--- src/rtl/design_switch_pkg.sv ---
// design_switch_pkg: register offsets, CTRL field positions and switch FSM states
// shared by the design switch and its Wishbone register file.
package design_switch_pkg;

  // Register index taken from wbs_adr_i[3:2]
  localparam logic [1:0] REG_CTRL     = 2'd0;
  localparam logic [1:0] REG_COUNTER  = 2'd1;
  localparam logic [1:0] REG_SETTINGS = 2'd2;
  localparam logic [1:0] REG_GAP      = 2'd3;

  // CTRL register bit positions
  localparam int CTRL_OVR_ACT     = 0;
  localparam int CTRL_OVR_RST     = 1;
  localparam int CTRL_SEL_LSB     = 2;
  localparam int CTRL_SEL_W       = 5;
  localparam int CTRL_SEL_INVALID = 30;
  localparam int CTRL_BUSY        = 31;

  // Switch sequencing: pads quiet while draining the old design and settling the new one
  typedef enum logic [1:0] {
    ST_ACTIVE = 2'd0,
    ST_DRAIN  = 2'd1,
    ST_SETTLE = 2'd2
  } sw_state_t;

endpackage

--- src/rtl/design_switch_if.sv ---
// design_switch_if: Wishbone slave bus between the host and the design switch.
interface design_switch_if;
  logic        wbs_cyc_i;
  logic        wbs_stb_i;
  logic        wbs_we_i;
  logic [31:0] wbs_adr_i;
  logic [31:0] wbs_dat_i;
  logic [31:0] wbs_dat_o;
  logic        wbs_ack_o;

  modport master (
    output wbs_cyc_i, wbs_stb_i, wbs_we_i, wbs_adr_i, wbs_dat_i,
    input  wbs_dat_o, wbs_ack_o
  );

  modport slave (
    input  wbs_cyc_i, wbs_stb_i, wbs_we_i, wbs_adr_i, wbs_dat_i,
    output wbs_dat_o, wbs_ack_o
  );
endinterface

--- src/rtl/design_switch_wb_regs.sv ---
// dsw_wb_regs: Wishbone register file (CTRL, COUNTER, SETTINGS, GAP) with
// single-cycle ack. The select field itself lives in the top-level FSM; this
// block only reports CTRL writes to it.
// Build option: DSW_COUNTER_EN adds a free-running, writable 32-bit COUNTER;
// without it COUNTER reads 0 and has no flops.
module dsw_wb_regs
  import design_switch_pkg::*;
#(
  parameter int GAP_RST = 16
) (
  input  logic          clk,
  input  logic          rst_n,
  design_switch_if.slave wb,
  input  logic [4:0]    select,
  input  logic          busy,
  input  logic          sel_invalid,
  output logic          ctrl_wr,
  output logic [4:0]    ctrl_wr_sel,
  output logic          ovr_act,
  output logic          ovr_rst,
  output logic [7:0]    gap,
  output logic [31:0]   custom_settings
);

  logic        req;
  logic        wr;
  logic [1:0]  reg_sel;
  logic [31:0] rd_data;
  logic [31:0] counter;
  logic        unused_adr;

  assign req         = wb.wbs_cyc_i & wb.wbs_stb_i & ~wb.wbs_ack_o;
  assign wr          = req & wb.wbs_we_i;
  assign reg_sel     = wb.wbs_adr_i[3:2];
  assign ctrl_wr     = wr && (reg_sel == REG_CTRL);
  assign ctrl_wr_sel = wb.wbs_dat_i[CTRL_SEL_LSB +: CTRL_SEL_W];
  assign unused_adr  = ^{wb.wbs_adr_i[31:4], wb.wbs_adr_i[1:0]};

`ifdef DSW_COUNTER_EN
  // Free-running counter; a host write wins over the increment
  always_ff @(posedge clk or negedge rst_n) begin
    if (!rst_n) begin
      counter <= '0;
    end else if (wr && (reg_sel == REG_COUNTER)) begin
      counter <= wb.wbs_dat_i;
    end else begin
      counter <= counter + 32'd1;
    end
  end
`else
  assign counter = '0;
`endif

  // Read mux; bits without a field read as zero
  always_comb begin
    rd_data = '0;
    case (reg_sel)
      REG_CTRL: begin
        rd_data[CTRL_OVR_ACT]                    = ovr_act;
        rd_data[CTRL_OVR_RST]                    = ovr_rst;
        rd_data[CTRL_SEL_LSB +: CTRL_SEL_W]      = select;
        rd_data[CTRL_SEL_INVALID]                = sel_invalid;
        rd_data[CTRL_BUSY]                       = busy;
      end
      REG_COUNTER:  rd_data = counter;
      REG_SETTINGS: rd_data = custom_settings;
      default:      rd_data = {24'd0, gap};
    endcase
  end

  // Ack, read data and register writes all land on the edge that raises ack
  always_ff @(posedge clk or negedge rst_n) begin
    if (!rst_n) begin
      wb.wbs_ack_o    <= 1'b0;
      wb.wbs_dat_o    <= '0;
      ovr_act         <= 1'b0;
      ovr_rst         <= 1'b1;
      gap             <= 8'(GAP_RST);
      custom_settings <= '0;
    end else begin
      wb.wbs_ack_o <= req;
      if (req) begin
        wb.wbs_dat_o <= rd_data;
      end
      if (wr) begin
        case (reg_sel)
          REG_CTRL: begin
            ovr_act <= wb.wbs_dat_i[CTRL_OVR_ACT];
            ovr_rst <= wb.wbs_dat_i[CTRL_OVR_RST];
          end
          REG_SETTINGS: custom_settings <= wb.wbs_dat_i;
          REG_GAP:      gap             <= wb.wbs_dat_i[7:0];
          default: ;
        endcase
      end
    end
  end

endmodule

--- src/rtl/design_switch.sv ---
// design_switch: connects one of N_DESIGNS user designs to the pads. A select
// change goes through DRAIN and SETTLE phases (GAP cycles each, minimum one)
// with every design in reset and the pads tri-stated.
// Build option: DSW_COUNTER_EN enables the COUNTER register in dsw_wb_regs.
module design_switch
  import design_switch_pkg::*;
#(
  parameter int N_DESIGNS = 8,
  parameter int IO_W      = 33,
  parameter int RSV       = 5,
  parameter int GAP_RST   = 16
) (
  input  logic                      wb_clk_i,
  input  logic                      wb_rst_ni,
  design_switch_if.slave            wb,
  input  logic [RSV+IO_W-1:0]       io_in,
  output logic [RSV+IO_W-1:0]       io_out,
  output logic [RSV+IO_W-1:0]       io_oeb,
  input  logic [N_DESIGNS*IO_W-1:0] design_do,
  input  logic [N_DESIGNS*IO_W-1:0] design_oeb,
  output logic [N_DESIGNS-1:0]      design_rst,
  output logic [31:0]               custom_settings
);

  sw_state_t  state;
  logic [4:0] select;
  logic [4:0] pending;
  logic [7:0] gap_lat;
  logic [7:0] cnt;
  logic [7:0] last;
  logic       busy;
  logic       sel_invalid;
  logic       route;
  logic       rst_val;
  logic       ctrl_wr;
  logic [4:0] ctrl_wr_sel;
  logic       ovr_act;
  logic       ovr_rst;
  logic [7:0] gap;
  logic       unused_io;

  dsw_wb_regs #(
    .GAP_RST(GAP_RST)
  ) u_regs (
    .clk            (wb_clk_i),
    .rst_n          (wb_rst_ni),
    .wb             (wb),
    .select         (select),
    .busy           (busy),
    .sel_invalid    (sel_invalid),
    .ctrl_wr        (ctrl_wr),
    .ctrl_wr_sel    (ctrl_wr_sel),
    .ovr_act        (ovr_act),
    .ovr_rst        (ovr_rst),
    .gap            (gap),
    .custom_settings(custom_settings)
  );

  assign last        = (gap_lat == 8'd0) ? 8'd0 : gap_lat - 8'd1;
  assign sel_invalid = {27'd0, select} >= 32'(N_DESIGNS);
  assign route       = wb_rst_ni && !busy && !sel_invalid;
  assign rst_val     = ovr_act ? ovr_rst : io_in[0];
  assign unused_io   = ^io_in[RSV+IO_W-1:1];

  // Switch sequencer; GAP is captured at the start so mid-switch GAP writes wait for the next switch
  always_ff @(posedge wb_clk_i or negedge wb_rst_ni) begin
    if (!wb_rst_ni) begin
      state   <= ST_ACTIVE;
      select  <= '0;
      pending <= '0;
      gap_lat <= '0;
      cnt     <= '0;
      busy    <= 1'b0;
    end else begin
      case (state)
        ST_ACTIVE: begin
          if (ctrl_wr && (ctrl_wr_sel != select)) begin
            pending <= ctrl_wr_sel;
            gap_lat <= gap;
            cnt     <= '0;
            busy    <= 1'b1;
            state   <= ST_DRAIN;
          end
        end
        ST_DRAIN: begin
          if (cnt >= last) begin
            select <= pending;
            cnt    <= '0;
            state  <= ST_SETTLE;
          end else begin
            cnt <= cnt + 8'd1;
          end
        end
        ST_SETTLE: begin
          if (cnt >= last) begin
            busy  <= 1'b0;
            state <= ST_ACTIVE;
          end else begin
            cnt <= cnt + 8'd1;
          end
        end
        default: begin
          busy  <= 1'b0;
          state <= ST_ACTIVE;
        end
      endcase
    end
  end

  // Pad mux: only the selected valid design reaches the pads, reserved pads stay inputs
  always_comb begin
    design_rst = '1;
    io_out     = '0;
    io_oeb     = '1;
    for (int i = 0; i < N_DESIGNS; i++) begin
      if (route && (select == 5'(i))) begin
        design_rst[i]         = rst_val;
        io_out[RSV +: IO_W]   = design_do[i*IO_W +: IO_W];
        io_oeb[RSV +: IO_W]   = design_oeb[i*IO_W +: IO_W];
      end
    end
  end

endmodule

--- src/flat_wrapper.sv ---
// flat-port wrapper written by rule: the top's interface ports become plain ports
module design_switch_flat import design_switch_pkg::*;
#(
  parameter int N_DESIGNS = 8,
  parameter int IO_W      = 33,
  parameter int RSV       = 5,
  parameter int GAP_RST   = 16
)
  (wb_clk_i, wb_rst_ni, io_in, io_out, io_oeb, design_do, design_oeb, design_rst, custom_settings, wb_wbs_cyc_i, wb_wbs_stb_i, wb_wbs_we_i, wb_wbs_adr_i, wb_wbs_dat_i, wb_wbs_dat_o, wb_wbs_ack_o);
  design_switch_if wb_i ();
  input  logic wb_clk_i;
  input  logic wb_rst_ni;
  input  logic [RSV+IO_W-1:0] io_in;
  output logic [RSV+IO_W-1:0] io_out;
  output logic [RSV+IO_W-1:0] io_oeb;
  input  logic [N_DESIGNS*IO_W-1:0] design_do;
  input  logic [N_DESIGNS*IO_W-1:0] design_oeb;
  output logic [N_DESIGNS-1:0] design_rst;
  output logic [31:0] custom_settings;
  input wire logic [$bits(wb_i.wbs_cyc_i)-1:0] wb_wbs_cyc_i;
  input wire logic [$bits(wb_i.wbs_stb_i)-1:0] wb_wbs_stb_i;
  input wire logic [$bits(wb_i.wbs_we_i)-1:0] wb_wbs_we_i;
  input wire logic [$bits(wb_i.wbs_adr_i)-1:0] wb_wbs_adr_i;
  input wire logic [$bits(wb_i.wbs_dat_i)-1:0] wb_wbs_dat_i;
  output wire logic [$bits(wb_i.wbs_dat_o)-1:0] wb_wbs_dat_o;
  output wire logic [$bits(wb_i.wbs_ack_o)-1:0] wb_wbs_ack_o;
  assign wb_i.wbs_cyc_i = wb_wbs_cyc_i;
  assign wb_i.wbs_stb_i = wb_wbs_stb_i;
  assign wb_i.wbs_we_i = wb_wbs_we_i;
  assign wb_i.wbs_adr_i = wb_wbs_adr_i;
  assign wb_i.wbs_dat_i = wb_wbs_dat_i;
  assign wb_wbs_dat_o = wb_i.wbs_dat_o;
  assign wb_wbs_ack_o = wb_i.wbs_ack_o;
  design_switch #(.N_DESIGNS(N_DESIGNS), .IO_W(IO_W), .RSV(RSV), .GAP_RST(GAP_RST)) u_core (.wb_clk_i(wb_clk_i), .wb_rst_ni(wb_rst_ni), .wb(wb_i), .io_in(io_in), .io_out(io_out), .io_oeb(io_oeb), .design_do(design_do), .design_oeb(design_oeb), .design_rst(design_rst), .custom_settings(custom_settings));
endmodule
--- config.mk ---
export PLATFORM = sky130hd
export DESIGN_NAME = design_switch_flat
export DESIGN_NICKNAME = d
export VERILOG_FILES = /design/src/rtl/design_switch_pkg.sv /design/src/rtl/design_switch_if.sv /design/src/rtl/design_switch_wb_regs.sv /design/src/rtl/design_switch.sv /design/src/flat_wrapper.sv
export SDC_FILE = /design/constraint.sdc
export NUM_CORES = 1
export LEC_CHECK = 0
export BUFFER_PORTS_ARGS = -buffer_cell sky130_fd_sc_hd__buf_2
export CAP_MARGIN = 20
export CORE_AREA = 4 4 305 307
export CTS_CLUSTER_SIZE = 10
export DETAILED_ROUTE_END_ITERATION = 6
export DIE_AREA = 0 0 309 311
export PLACE_DENSITY = 0.3
export SYNTH_ARGS = -nofsm -noshare
export SYNTH_HDL_FRONTEND = slang
export SYNTH_SLANG_ARGS = --single-unit
--- constraint.sdc ---
create_clock -name wb_clk_i -period 5.5 [get_ports wb_clk_i]
set_clock_uncertainty 0.2 [all_clocks]
set_input_delay 0.825 -clock wb_clk_i [delete_from_list [all_inputs] [get_ports wb_clk_i]]
set_output_delay 0.825 -clock wb_clk_i [all_outputs]
set_load 0.02 [all_outputs]
# After elaboration in Yosys (flattened, before gate mapping)
# Index checks and enable logic that the tools add are counted.
[word_totals] inputBits=635 ff_bits=104
[op_classes] reduce_logical=28 n_bitwise=5 addsub=2 n_mux=40 magnitude_cmp=2 n_eq_ne=17
[ops] operator="$mux 33" n=16
[ops] operator="$pmux 23 s2" n=1
[ops] operator="$mux 8" n=4
[ops] operator="$pmux 8 s3" n=1
[ops] operator="$pmux 7 s3" n=1
[ops] operator="$eq 5x3->1 const B" n=4
[ops] operator="$logic_and 1x1->1" n=12
[ops] operator="$mux 1" n=11
[ops] operator="$eq 5x2->1 const B" n=2
[ops] operator="$reduce_and 2->1" n=5
[ops] operator="$reduce_and 3->1" n=3
[ops] operator="$add 8x1->8 const B" n=1
[ops] operator="$ge 8x8->1" n=1
[ops] operator="$logic_not 8->1" n=1
[ops] operator="$sub 8x1->8 const B" n=1
[ops] operator="$eq 2x2->1 const B" n=3
[ops] operator="$mux 2" n=3
[ops] operator="$ne 2x1->1 const B" n=3
[ops] operator="$pmux 2 s3" n=1
[ops] operator="$eq 5x1->1 const B" n=1
[ops] operator="$ge 5x4->1 const B" n=1
[ops] operator="$logic_not 5->1" n=1
[ops] operator="$ne 5x5->1" n=1
[ops] operator="$eq 2x1->1 const B" n=2
[ops] operator="9 further kinds" n=14

# Longest topological paths before layout
# Gate-level depths: netlist of the first run.
[depth] depth_word=12 depth_mapped=13 depth_no_buf=12

# Modules after synthesis
# A second synthesis of the first run with hierarchy kept.
[hier_totals] hier_cells=1031 hier_area_um2=9482.8
[modules_own_cells] mod="design_switch" cells_per_inst=781 instances=1 area_per_inst_um2=6234.7
[modules_own_cells] mod="dsw_wb_regs" cells_per_inst=250 instances=1 area_per_inst_um2=3248.1

# Worst setup path after synthesis of the first run
# No wires, ideal clock.
[synth_timing] path_kind="input -> output" from="input port wb_rst_ni" to="output port io_out[5]" path_buffers=2 path_stages=7 t_required_ns=4.475 t_arrival_ns=2.173 path_slack_ns=2.302 path_cell_list="nor4b_4 > nor2b_4 > buf_6 > and3_1 > buf_6 > a221oi_1 > o21ai_0"
[synth_via] elab_chain_len=11 elab_cells_between_ends=18 classes_between="8 x mux; 10 x reduce/logical"
[synth_rtl] element="start: declaration" line_no="flat_wrapper.sv:12" rtl="input logic wb_rst_ni;"
[synth_rtl] element="$logic_and 1x1->1 * (2 in a row)" line_no="design_switch.sv:61" rtl="assign route = wb_rst_ni && !busy && !sel_invalid;"
[synth_rtl] element="$logic_and 1x1->1" line_no="design_switch.sv:116" rtl="if (route && (select == 5'(i))) begin"
[synth_rtl] element="$mux 33 (7 in a row)" line_no="design_switch.sv:116"
[synth_rtl] element="$mux 33 *" line_no="design_switch.sv:116"
[synth_rtl] element="end: declaration" line_no="flat_wrapper.sv:14" rtl="output logic [RSV+IO_W-1:0] io_out;"
# Mark *: on every way between the ends. The rest lies on a longest branch, timed or not.

# Worst setup path after layout of the first run
[layout_timing] from="register u_core.select[3]" to="output port io_out[5]"
[layout_via] elab_chain_len=12 elab_cells_between_ends=27 classes_between="1 x order compare; 7 x eq/ne; 8 x mux; 11 x reduce/logical"
[layout_rtl] element="start: declaration" line_no="design_switch.sv:26" rtl="logic [4:0] select;"
[layout_rtl] element="start signal: assignment" line_no="design_switch.sv:87" rtl="select <= pending;"
[layout_rtl] element="$ge 5x4->1" line_no="design_switch.sv:60" rtl="assign sel_invalid = {27'd0, select} >= 32'(N_DESIGNS);"
[layout_rtl] element="$logic_not 1->1" line_no="design_switch.sv:61"
[layout_rtl] element="$logic_and 1x1->1" line_no="design_switch.sv:61"
[layout_rtl] element="$logic_and 1x1->1" line_no="design_switch.sv:116"
[layout_rtl] element="$mux 33 (7 in a row)" line_no="design_switch.sv:116"
[layout_rtl] element="$mux 33 *" line_no="design_switch.sv:116"
# Marks and branches as above.

==> impl_metrics.json, run 1 <==
{
  "mostFrequentLayoutCell": "buf_2",
  "wl_per_cell_um": 21.53,
  "drt-pass1-iter-count": 5,
  "place_ws_ps": 1141,
  "worst-setup-path-type": "reg2out",
  "cp_slowest_stage_delay_ps": 600,
  "synth-edff-count": 0,
  "synth_ff_type": "dfrtp_1",
  "setup_tns_ps": 0,
  "hpwl_mm": 53.49,
  "cts.repair.resized": 0,
  "synth_seq_cells": 104,
  "cts.clk_slew.worst_paths_ps": 70,
  "power_switching_mw": 2.428,
  "area_growth_pct": 54.47,
  "cp.arrival_ps": 3440,
  "slew-limit-headroom_pct": 40.88,
  "intPower_mw": 2.394,
  "crit_path_end_kind": "output pin",
  "grt_pass1_wl_mm": 91.87,
  "grt_pass1_vias": 12870,
  "min_period_ps": 4469,
  "start_util_pct": 10.37,
  "dr.first_iter.drc_count": 702,
  "synth.distinct_cells": 62,
  "hold_buffers": 0,
  "multi_input_area_um2": 6102,
  "combPwrFrac_pct": 62.0,
  "hold_slack_ps": 263.6,
  "critical_path.endpoint": "io_out[5]",
  "worst_pin_slew_ps": 886.8,
  "p_seq_share_pct": 23.9,
  "vias": 11900,
  "rr_worst_depth": 11,
  "grt_remaining_overflow": 0,
  "drt-total-wl_mm": 65.46,
  "sw_frac_of_total_pct": 50.35,
  "drive_above_1_share_pct": 48.98,
  "cts_setup_buffers": 0,
  "hold_violations": 0,
  "route.detailed.drc": 0,
  "async_flop_share_pct": 100.0,
  "finalCoreUtilization_pct": 16.01,
  "syn_area_um2": 9330,
  "synth_cells": 1206,
  "ff2ff_setup_slack_ps": 1940,
  "setup_violations": 0,
  "regArea_um2": 2613,
  "numCtsBuffers": 9,
  "clockRootBuffer": "clkbuf_16",
  "worstPathRequired_ps": 4470,
  "pwr_density_cell_nw_per_um2": 334.6,
  "nets": 2499,
  "path_cells": "nor4b_4, nor2b_4, and3_1, buf_4, a221oi_1, o21ai_0, buf_2",
  "clkPwrFrac_pct": 14.0,
  "crit_slowest_cell": "nor2b_4",
  "clk_latency_ps": 360,
  "maxSlewViolCount": 0,
  "ys_warn_count": 0,
  "die_w_um": 309,
  "avgViaCountPerCell": 3.915,
  "clockBufferDepth": 2,
  "power.total_mw": 4.823,
  "num_rows": 110,
  "status": "finished, final reports clean",
  "port_buffers": 706,
  "fill_cells": 10520,
  "antenna_found_initial": 22,
  "clock.fmax_mhz": 223.7,
  "yosysSeqAreaShare_pct": 27.92,
  "rsz0062_at_grt": "no",
  "critPathLaunchType": "flop",
  "min_period_over_period_pct": 81.26,
  "grt_usage_pct": 12.97,
  "ir_worst_vdd_mv": 0.1689,
  "max-cap-violations": 0,
  "chipHeight_um": 311,
  "antenna_left": 0,
  "die-area_um2": 96100,
  "clock_sinks": 104,
  "coreArea_um2": 90010,
  "gp_congestion": 0.8664,
  "most-common-layout-cells": "buf_2 (705), nand2_1 (155), nor2_1 (153)",
  "hold_path_class": "reg2reg",
  "rr_endpoint": "u_core.cnt[6]$_DFFE_PN0P_",
  "cts_max_level": 3,
  "path_max_fanout": 23,
  "setup_ws_ps": 1031,
  "io_pins": 784,
  "cts_tree": "yes",
  "power.leakage_nw": 6.674,
  "grt_max_degree": 67,
  "r2r-start": "u_core.gap_lat[3]$_DFFE_PN0P_",
  "startpoint": "u_core.select[3]$_DFFE_PN0P_",
  "avgSynthCellArea_um2": 7.736
}
-- worst min path at each step --
stage,from,end,slack [ps],cells past startpoint
finish,u_core.u_regs.wb.wbs_dat_o[20]$_DFFE_PN0P_,u_core.u_regs.wb.wbs_dat_o[20]$_DFFE_PN0P_,260,2
global route,u_core.u_regs.wb.wbs_dat_o[11]$_DFFE_PN0P_,u_core.u_regs.wb.wbs_dat_o[11]$_DFFE_PN0P_,280,2
CTS,u_core.u_regs.wb.wbs_dat_o[26]$_DFFE_PN0P_,u_core.u_regs.wb.wbs_dat_o[26]$_DFFE_PN0P_,270,2
detailed placement,u_core.u_regs.wb.wbs_dat_o[26]$_DFFE_PN0P_,u_core.u_regs.wb.wbs_dat_o[26]$_DFFE_PN0P_,250,2
global placement,u_core.u_regs.wb.wbs_dat_o[11]$_DFFE_PN0P_,u_core.u_regs.wb.wbs_dat_o[11]$_DFFE_PN0P_,250,2
floorplan,u_core.pending[0]$_DFFE_PN0P_,u_core.select[0]$_DFFE_PN0P_,270,1
-- registers in the layout (all words and copies together) (netlist names) --
name                           count
u_core.u_regs.ovr_act              1
u_core.state                       2
u_core.u_regs.custom_settings     32
u_core.u_regs.ovr_rst              1
u_core.gap_lat                     8
u_core.busy                        1
u_core.select                      5
u_core.cnt                         8
u_core.u_regs.wb.wbs_ack_o         1
u_core.u_regs.wb.wbs_dat_o        32
u_core.u_regs.gap                  8
u_core.pending                     5
-- power groups by stage --
stage	Sequential, mW	Clock, mW	Combinational [mW]
6_report	1.15	0.677	2.99
5_1_grt	1.19	0.742	3.32
4_1_cts	1.17	0.718	3.08
3_5_place_dp	1.18	0	3.06
3_3_place_gp	1.18	0	3.06
2_1_floorplan	1.17	0	1.79
-- kinds of logic after synthesis --
kind of cell / after synthesis / synth area share, %
AOI/OAI and AO/OA: 404 / 28.87
DFF: 104 / 27.92
muxes: 109 / 12.62
xor gates and xnor gates: 9 / 0.8449
and+or+nand+nor: 432 / 20.58
buffers and inverters: 133 / 7.335
adders and majority gates: 13 / 1.743
other: 2 / 0.08049
-- routing by layer --
| metal | wire length (um) | vias to the layer above | GRT usage [%] | part of all wire [%] |
|---|---|---|---|---|
| met4 | 1908 | 12 | 4.071 | 2.9 |
| li1 | - | 5634 | - | - |
| met5 | 75 | - | 0 | 0.11 |
| met3 | 5015 | 81 | 3.247 | 7.7 |
| met2 | 32810 | 571 | 23.34 | 50 |
| met1 | 25650 | 5605 | 14.99 | 39 |
-- synth_stat cells (4+ instances only) --
master | instances | area (um2)
o211ai_1 | 31 | 232.7
buf_6 | 5 | 56.30
o21ai_1 | 7 | 35.03
buf_2 | 37 | 185.2
clkbuf_1 | 44 | 165.2
or2_2 | 24 | 150.1
a221oi_1 | 12 | 105.1
xor2_1 | 6 | 52.55
inv_1 | 14 | 52.55
o22ai_1 | 49 | 306.5
dfrtp_1 | 102 | 2552
a221oi_2 | 19 | 285.3
mux2i_1 | 40 | 400.4
o221ai_1 | 6 | 52.55
nor3_1 | 8 | 40.04
and2_1 | 5 | 31.28
nand2_1 | 155 | 581.8
o21ai_0 | 108 | 540.5
buf_4 | 18 | 135.1
nor2b_1 | 17 | 106.4
nand4_1 | 8 | 50.05
nand3_1 | 39 | 195.2
and3_1 | 4 | 25.02
o22a_1 | 10 | 87.58
a21oi_1 | 89 | 445.4
nand2b_1 | 5 | 31.28
mux2_2 | 68 | 765.7
a22oi_1 | 34 | 255.2
buf_1 | 10 | 37.54
nor2_1 | 155 | 581.8
ha_1 | 13 | 162.7
o21ai_2 | 19 | 166.4
-- metrics by stage --
stage          cell area, um2  cells
3_5_place_dp            14090   3016
2_1_floorplan            9360   1214
3_3_place_gp            14080   3015
5_1_grt                 14400   3036
4_1_cts                 14390   3032
6_report                14410   3040
-- cell type report --
cell class	instances	area share [%]
sequential	104	18.13
tap	1176	10.21
timing repair buffer	743	26.69
clock buffer	12	1.710
inverter	16	0.4167
clock inverter	4	0.3733
antenna	8	0.1389
multi-input combinational	977	42.34
-- critical path: cells and delay by family, from the launching register on --
| family | cells | cell delay, ps |
|---|---|---|
| AO/OA/AOI/OAI | 2 | 450 |
| buffers and inverters | 2 | 670 |
| flip-flops | 1 | 580 |
| AND/OR/NAND/NOR | 3 | 1340 |
Note: power is estimated with default switching activity, not from simulation.
==> run 2, diff against run 1 <==
Clock period 5.5 ns to 3.7 ns, I/O delays scaled along.
==> impl_metrics.json, run 2 (synthesized netlist as in run 1, its figures left out) <==
{
  "status": "finished, final reports clean",
  "io_pins": 784,
  "top_regs": "u_core.u_regs.custom_settings (32), u_core.u_regs.wb.wbs_dat_o (32)",
  "chipHeight_um": 311,
  "grt_max_degree": 67,
  "grt_pass1_wl_mm": 91.91,
  "die_w_um": 309,
  "cts_max_level": 3,
  "gp_congestion": 0.8773,
  "clockRootBuffer": "clkbuf_16",
  "grt_remaining_overflow": 0,
  "die-area_um2": 96100,
  "setup_tns_ps": 0,
  "grt_usage_pct": 13.02,
  "vias": 11870,
  "drt-total-wl_mm": 66.32,
  "pwr_density_cell_nw_per_um2": 503.3,
  "setup_violations": 0,
  "cts_tree": "yes",
  "area_growth_pct": 57.70,
  "hold_violations": 0,
  "num_rows": 110,
  "slew-limit-headroom_pct": 40.43,
  "power.leakage_nw": 6.810,
  "antenna_left": 0,
  "crit_path_end_kind": "output pin",
  "min_period_ps": 3474,
  "clock.fmax_mhz": 287.9,
  "wl_per_cell_um": 21.67,
  "coreArea_um2": 90010,
  "numCtsBuffers": 9,
  "port_buffers": 706,
  "cts.clk_slew.worst_paths_ps": 70,
  "start_util_pct": 10.37,
  "place_ws_ps": 219.4,
  "rsz0062_at_grt": "no",
  "worst_pin_slew_ps": 893.5,
  "drive_above_1_share_pct": 49.65,
  "max-cap-violations": 0,
  "worst-setup-path-type": "reg2out",
  "setup_ws_ps": 226.1,
  "cp.arrival_ps": 2720,
  "path_max_fanout": 23,
  "drt-pass1-iter-count": 5,
  "antenna_found_initial": 29,
  "grt_pass1_vias": 12640,
  "worstPathRequired_ps": 2940,
  "hold_path_class": "in2async",
  "ir_worst_vdd_mv": 0.2578,
  "critPathLaunchType": "flop",
  "route.detailed.drc": 0,
  "avgViaCountPerCell": 3.879,
  "hold_buffers": 0,
  "dr.first_iter.drc_count": 516,
  "rr_worst_depth": 11,
  "hold_slack_ps": 216.7,
  "hpwl_mm": 54.81,
  "clockBufferDepth": 2,
  "cts_setup_buffers": 0,
  "clock_sinks": 104,
  "mostFrequentLayoutCell": "buf_2",
  "nets": 2516,
  "clk_latency_ps": 360,
  "finalCoreUtilization_pct": 16.35,
  "maxSlewViolCount": 0,
  "most-common-layout-cells": "buf_2 (705), nand2_1 (154), nor2_1 (153)",
  "min_period_over_period_pct": 93.89
}
==> run 2: worst max-delay path, stage by stage, from the launching register on <==
cell      delay [ps]
dfrtp_1          480
nor4b_4          350
nor2b_4          340
and3_1           240
buf_12           220
a221oi_1         120
o21ai_0          310
buf_2            260
==> run 2: layer usage <==
layer | GRT usage, % | share of wire (%) | up-vias | routed length, um
met2 | 23.40 | 50 | 513 | 33150
met4 | 3.806 | 2.1 | 10 | 1414
li1 | - | - | 5673 | -
met5 | 0 | 0.10 | - | 68
met3 | 2.716 | 6.8 | 64 | 4503
met1 | 15.51 | 41 | 5611 | 27180
==> run 2: power by group <==
| group | internal (mW) | switching (mW) | total, mW | leakage (nW) |
|---|---|---|---|---|
| clock | 0.541 | 0.497 | 1.04 | 0.149 |
| sequential | 1.40 | 0.271 | 1.67 | 1.35 |
| combinational | 1.78 | 2.93 | 4.70 | 5.31 |
==> run 2: through the flow <==
step                instances  area [um2]  power (mW)
floorplan                1214        9360       4.405
CTS                      3049       14670       7.587
global route             3056       14700       8.010
detailed placement       3033       14350       6.481
finish                   3060       14710       7.406
global placement         3033       14350       6.485
==> run 2: area by class of cell <==
type / instances / area (um2)
fillers: 10470 / 75300
clock inverters: 7 / 83.83
diodes: 11 / 27.53
inverters: 16 / 60.06
repair buffers: 760 / 4108
well taps: 1176 / 1471
clock buffers: 9 / 225.2
flip-flops and latches: 104 / 2613
multi-input cells: 977 / 6126
==> run 2: worst paths after layout <==
kind                                                                 start                                           end  slack, ps
worst min register to register  u_core.u_regs.wb.wbs_dat_o[20]$_DFFE_PN0P_    u_core.u_regs.wb.wbs_dat_o[20]$_DFFE_PN0P_        260
worst max register to register               u_core.gap_lat[3]$_DFFE_PN0P_                  u_core.select[4]$_DFFE_PN0P_        380
worst min-delay path                                             wb_rst_ni                 u_core.gap_lat[7]$_DFFE_PN0P_        220
max in group asynchronous                                        wb_rst_ni     u_core.u_regs.wb.wbs_dat_o[4]$_DFFE_PN0P_       1940
worst max-delay path                          u_core.select[4]$_DFFE_PN0P_                                     io_out[7]        230
min in group wb_clk_i                                      wb_wbs_dat_i[8]  u_core.u_regs.custom_settings[8]$_DFFE_PN0P_        220
==> run 2: what timing repair did <==
action	in CTS	in global routing
gates resized for setup	4	3
pin swaps	1	1
endpoints found under the setup margin	9	15
cloned	0	0
